[src/rtl/mux_n_to_1_pipe.sv]
// NUM_IN:1 WIDTH-bit mux with one registered output stage, valid/ready on both sides and a
// 2-entry skid buffer. Define MUX_SEL_CHECK_EN to zero out-of-range selects instead of wrapping.
module mux_n_to_1_pipe #(
  parameter int WIDTH  = 32,
  parameter int NUM_IN = 4,
  parameter int SEL_W  = $clog2(NUM_IN),
  parameter int CNT_W  = 16
) (
  input  logic                    clk_i,
  input  logic                    rst_ni,
  input  logic [NUM_IN*WIDTH-1:0] in_data_i,
  input  logic [SEL_W-1:0]        in_sel_i,
  input  logic                    in_valid_i,
  output logic                    in_ready_o,
  output logic [WIDTH-1:0]        out_data_o,
  output logic [SEL_W-1:0]        out_sel_o,
  output logic                    out_valid_o,
  input  logic                    out_ready_i,
  output logic [CNT_W-1:0]        xfer_cnt_o
);

  typedef enum logic [1:0] {EMPTY, ONE, TWO} state_e;

  state_e            state_q;
  logic [WIDTH-1:0]  m_data_q, s_data_q;
  logic [SEL_W-1:0]  m_sel_q, s_sel_q;
  logic              out_valid_q, in_ready_q;
  logic [CNT_W-1:0]  cnt_q;

  logic [WIDTH-1:0]  words [NUM_IN];
  logic [WIDTH-1:0]  mux_data;
  logic [SEL_W-1:0]  mux_sel;
  logic              accept, take;

  generate
    for (genvar gi = 0; gi < NUM_IN; gi++) begin : g_unpack
      assign words[gi] = in_data_i[gi*WIDTH +: WIDTH];
    end
  endgenerate

`ifdef MUX_SEL_CHECK_EN
  logic sel_ok;
  assign sel_ok = (32'(in_sel_i) < NUM_IN);

  always_comb begin
    mux_data = '0;
    mux_sel  = in_sel_i;
    if (sel_ok) mux_data = words[in_sel_i];
  end

`ifndef SYNTHESIS
  always_ff @(posedge clk_i) begin
    if (rst_ni && accept && !sel_ok)
      $error("mux_n_to_1_pipe: out-of-range select %0d accepted", in_sel_i);
  end
`endif
`else
  logic [SEL_W-1:0] sel_mod;
  // Wrap the select so non-power-of-2 NUM_IN never indexes past the last input.
  assign sel_mod  = SEL_W'(32'(in_sel_i) % NUM_IN);
  assign mux_data = words[sel_mod];
  assign mux_sel  = sel_mod;
`endif

  assign accept = in_valid_i & in_ready_q;
  assign take   = out_valid_q & out_ready_i;

  always_ff @(posedge clk_i or negedge rst_ni) begin
    if (!rst_ni) begin
      state_q     <= EMPTY;
      m_data_q    <= '0;
      m_sel_q     <= '0;
      s_data_q    <= '0;
      s_sel_q     <= '0;
      out_valid_q <= 1'b0;
      in_ready_q  <= 1'b0;
      cnt_q       <= '0;
    end else begin
      if (accept) cnt_q <= cnt_q + 1'b1;
      case (state_q)
        EMPTY: begin
          in_ready_q <= 1'b1;
          if (accept) begin
            m_data_q    <= mux_data;
            m_sel_q     <= mux_sel;
            out_valid_q <= 1'b1;
            state_q     <= ONE;
          end
        end
        ONE: begin
          if (accept && take) begin
            m_data_q <= mux_data;
            m_sel_q  <= mux_sel;
          end else if (accept) begin
            s_data_q   <= mux_data;
            s_sel_q    <= mux_sel;
            in_ready_q <= 1'b0;
            state_q    <= TWO;
          end else if (take) begin
            out_valid_q <= 1'b0;
            state_q     <= EMPTY;
          end
        end
        TWO: begin
          if (take) begin
            m_data_q   <= s_data_q;
            m_sel_q    <= s_sel_q;
            in_ready_q <= 1'b1;
            state_q    <= ONE;
          end
        end
        default: begin
          out_valid_q <= 1'b0;
          in_ready_q  <= 1'b1;
          state_q     <= EMPTY;
        end
      endcase
    end
  end

  assign in_ready_o  = in_ready_q;
  assign out_data_o  = m_data_q;
  assign out_sel_o   = m_sel_q;
  assign out_valid_o = out_valid_q;
  assign xfer_cnt_o  = cnt_q;

endmodule

[config.mk]
export PLATFORM = sky130hd
export DESIGN_NAME = mux_n_to_1_pipe
export DESIGN_NICKNAME = d
export VERILOG_FILES = /design/src/rtl/mux_n_to_1_pipe.sv
export SDC_FILE = /design/constraint.sdc
export NUM_CORES = 1
export LEC_CHECK = 0
export BUFFER_PORTS_ARGS = -buffer_cell sky130_fd_sc_hd__buf_2
export CORE_AREA = 2 2 105 107
export DETAILED_ROUTE_END_ITERATION = 10
export DIE_AREA = 0 0 107 109
export PLACE_DENSITY = 0.77
export SYNTH_ARGS = -nofsm -noshare
export SYNTH_HDL_FRONTEND = slang
export SYNTH_SLANG_ARGS = --single-unit
[constraint.sdc]
create_clock -name clk_i -period 1.9 [get_ports clk_i]
set_clock_uncertainty 0.2 [all_clocks]
set_input_delay 0.38 -clock clk_i [delete_from_list [all_inputs] [get_ports clk_i]]
set_output_delay 0.38 -clock clk_i [all_outputs]
set_load 0.005 [all_outputs]
==> impl_metrics.env <==
export IMPL_crit_type="reg -> reg"
export IMPL_grt_max_degree=37
export IMPL_dr_total_vias=3885
export IMPL_placed_area_um2=5760
export IMPL_min_delay_start="out_ready_i"
export IMPL_gp_congestion=0.827
export IMPL_synth_area_per_cell_um2=11.7
export IMPL_htreeDepth=3
export IMPL_ys_ff_latch=88
export IMPL_drt_pass1_iter_count=4
export IMPL_routed_wl_um=12100
export IMPL_gr_usage_all_layers_pct=20.2
export IMPL_clk_pin_slew_ns=0.09
export IMPL_grt_pass1_vias=3844
export IMPL_hp_class="in -> reg"
export IMPL_core_um2=10600
export IMPL_syn_to_final_growth_pct=36.2
export IMPL_maxSlewHeadroom_pct=70.3
export IMPL_setup_tns_final_ns=0
export IMPL_slew_violations=0
export IMPL_grt_ovfl_total=0
export IMPL_port_buffers=185
export IMPL_insertion_delay_ns=0.35
export IMPL_p_total_w=0.00344
export IMPL_critPathMaxStageDelay_ns=0.38
export IMPL_status="complete, no violations"
export IMPL_ios=186
export IMPL_syn_inst=383
export IMPL_critPathTopFamily="flip-flops"
export IMPL_yosysUniqueCellTypes=33
export IMPL_fmax_mhz=539
export IMPL_maxCapViolCount=0
export IMPL_cp_cell_sequence="buf_4 > nand2b_1 > or2_4 > a21oi_4 > buf_12 > mux2_2"
export IMPL_first_iter_violations=200
export IMPL_ys_warn_count=0
export IMPL_final_cell_area_um2=6130
export IMPL_critPathBufInv=2
export IMPL_cts_sinks=88
export IMPL_hold_ws_ns=0.220
export IMPL_pwr_density_cell_nw_per_um2=562
export IMPL_tightest_slew_ns=0.442
export IMPL_synth_area_top_cells="dfrtp_1, mux4_2, mux2_2"
export IMPL_cts_root_buffer_cell="clkbuf_8"
export IMPL_critical_path_startpoint_type="flop"
export IMPL_fp_dieW_um=107
export IMPL_viasPerCell=5.31
export IMPL_die_area_um2=11700
export IMPL_endpoint_kind="flop"
export IMPL_start_util_pct=42.4
export IMPL_cp_arrival_ns=1.89
export IMPL_grt_pass1_wl_um=18400
export IMPL_nets=722
export IMPL_crit_cells=6
export IMPL_syn_num_nets=518
export IMPL_grt_antenna_before_repair=0
export IMPL_r2r_slack_ns=0.05
export IMPL_drc=0
export IMPL_antennaDiodeCount=0
export IMPL_hold_depth=4
export IMPL_post_dp_hpwl_um=8580
export IMPL_finalCriticalPeriod_ns=1.85
export IMPL_crit_path_start="state_q[0]"
export IMPL_cts_tree="done"
export IMPL_setup_viol=0
export IMPL_rows=38
export IMPL_leakagePower_nw=3.01
export IMPL_seq_area_frac_synth_pct=49.0
export IMPL_hold_viol_final=0
export IMPL_netlist_area_um2=4500
export IMPL_synth_top_area_cell="dfrtp_1"
export IMPL_wl_per_cell_um=16.5
export IMPL_post_route_util_pct=57.8
export IMPL_drive_gt1_share_pct=51.7
export IMPL_critPathSlowestCell="dfrtp_1"
export IMPL_clockBufferDepth=2
export IMPL_die_h_um=109
export IMPL_final_period_utilization_pct=97.6
export IMPL_worstPathRequired_ns=1.93
export IMPL_vdd_ir_drop_max_mv=0.304
export IMPL_rr_startpoint="state_q[0]"
export IMPL_critPathMaxFanout=18
export IMPL_drtAntennaViolNets=0
export IMPL_numCtsBuffers=9
export IMPL_r2r_cells=6
export IMPL_synth_top_cell_area_share_pct=49.0
cells by family (layout without fill, tap and decap cells):
group | Yosys count | after routing | synth area share (%)
buffers and inverters | 26 | 235 | 3.42
AND/OR/NAND/NOR | 142 | 142 | 13.1
multiplexers | 67 | 67 | 24.8
adder cells (fa/ha/maj) | 1 | 1 | 0.278
AO/OA/AOI/OAI | 44 | 44 | 6.51
XOR/XNOR | 15 | 15 | 2.92
flip-flops | 88 | 88 | 49.0
tightest hold or removal path, delay by kind of cell:
family                 cells  cell delay (ns)
buffers and inverters      1             0.15
and+or+nand+nor            2             0.14
AOI/OAI and AO/OA          1             0.06
metrics by stage:
| step | instances | setup slack [ns] |
|---|---|---|
| floorplan | 383 | 0.00222 |
| CTS | 724 | 0.0631 |
| global route | 732 | -0.000684 |
| finish | 732 | 0.0451 |
| global placement | 707 | 0.0405 |
| detailed placement | 707 | -0.00527 |
sequential cells by signal (all words and copies together) (netlist names):
signal       cells
out_sel_o        2
s_sel_q          2
out_valid_o      1
out_data_o      32
s_data_q        32
xfer_cnt_o      16
state_q          2
in_ready_o       1
per-layer routing:
metal	share of wire (%)	global-route usage [%]	wire length [µm]
met1	42	24.9	5040
met2	51	34.1	6190
met3	4.8	3.95	577
met4	2.3	10.2	274
met5	0	0	0
cell usage in the layout (no fill, tap or decap), types with 2 or more instances in the layout:
master / n
clkbuf_16: 5
nor3_1: 4
nor2_1: 38
clkbuf_1: 2
a31oi_1: 35
buf_4: 19
buf_12: 8
a21oi_1: 3
mux2_2: 34
and3_1: 2
xor2_1: 3
nand2_1: 76
nand4_1: 5
buf_2: 184
clkinv_4: 2
clkbuf_8: 10
mux4_2: 32
nand3_1: 9
xnor2_1: 12
dfrtp_1: 87
report_power, final:
part / internal, W / switching (W) / leakage [nW]
clock: 0.000516 / 0.000675 / 0.0866
combinational: 0.000226 / 0.000152 / 1.70
sequential: 0.00187 / 0 / 1.22
total: 0.00261 / 0.000827 / 3.01
cell usage after synthesis (all sizes together):
cell,n
a21boi,2
a21oi,4
a31oi,35
and2,1
and3,2
buf,16
clkbuf,10
dfrtp,88
ha,1
mux2,35
mux4,32
nand2,77
nand2b,2
nand3,9
nand3b,1
nand4,5
nor2,38
nor2b,1
nor3,4
nor4,1
o21ai,1
o22ai,1
o32ai,1
or2,1
xnor2,12
xor2,3
final timing paths:
| kind | to |
|---|---|
| max | s_data_q[15] |
| min | out_valid_o |
| max reg2reg | s_data_q[15] |
| min reg2reg | xfer_cnt_o[15] |
| max in group asynchronous | xfer_cnt_o[13] |
| min in group asynchronous | s_data_q[7] |
what timing repair did:
action,CTS,global route
setup endpoints to repair,0,4
hold buffers,1,0
setup buffers,0,3
gates resized for setup,0,5
endpoints found under the hold margin,24,0
cell type report:
cell class              count  area, µm²
clock buffers              12        145
clock inverters             4       30.0
fillers                   907       4480
multi-input cells         269       2170
flip-flops and latches     88       2200
well taps                 140        175
repair buffers            219       1400
No activity file was read; power rests on OpenSTA's default activity.
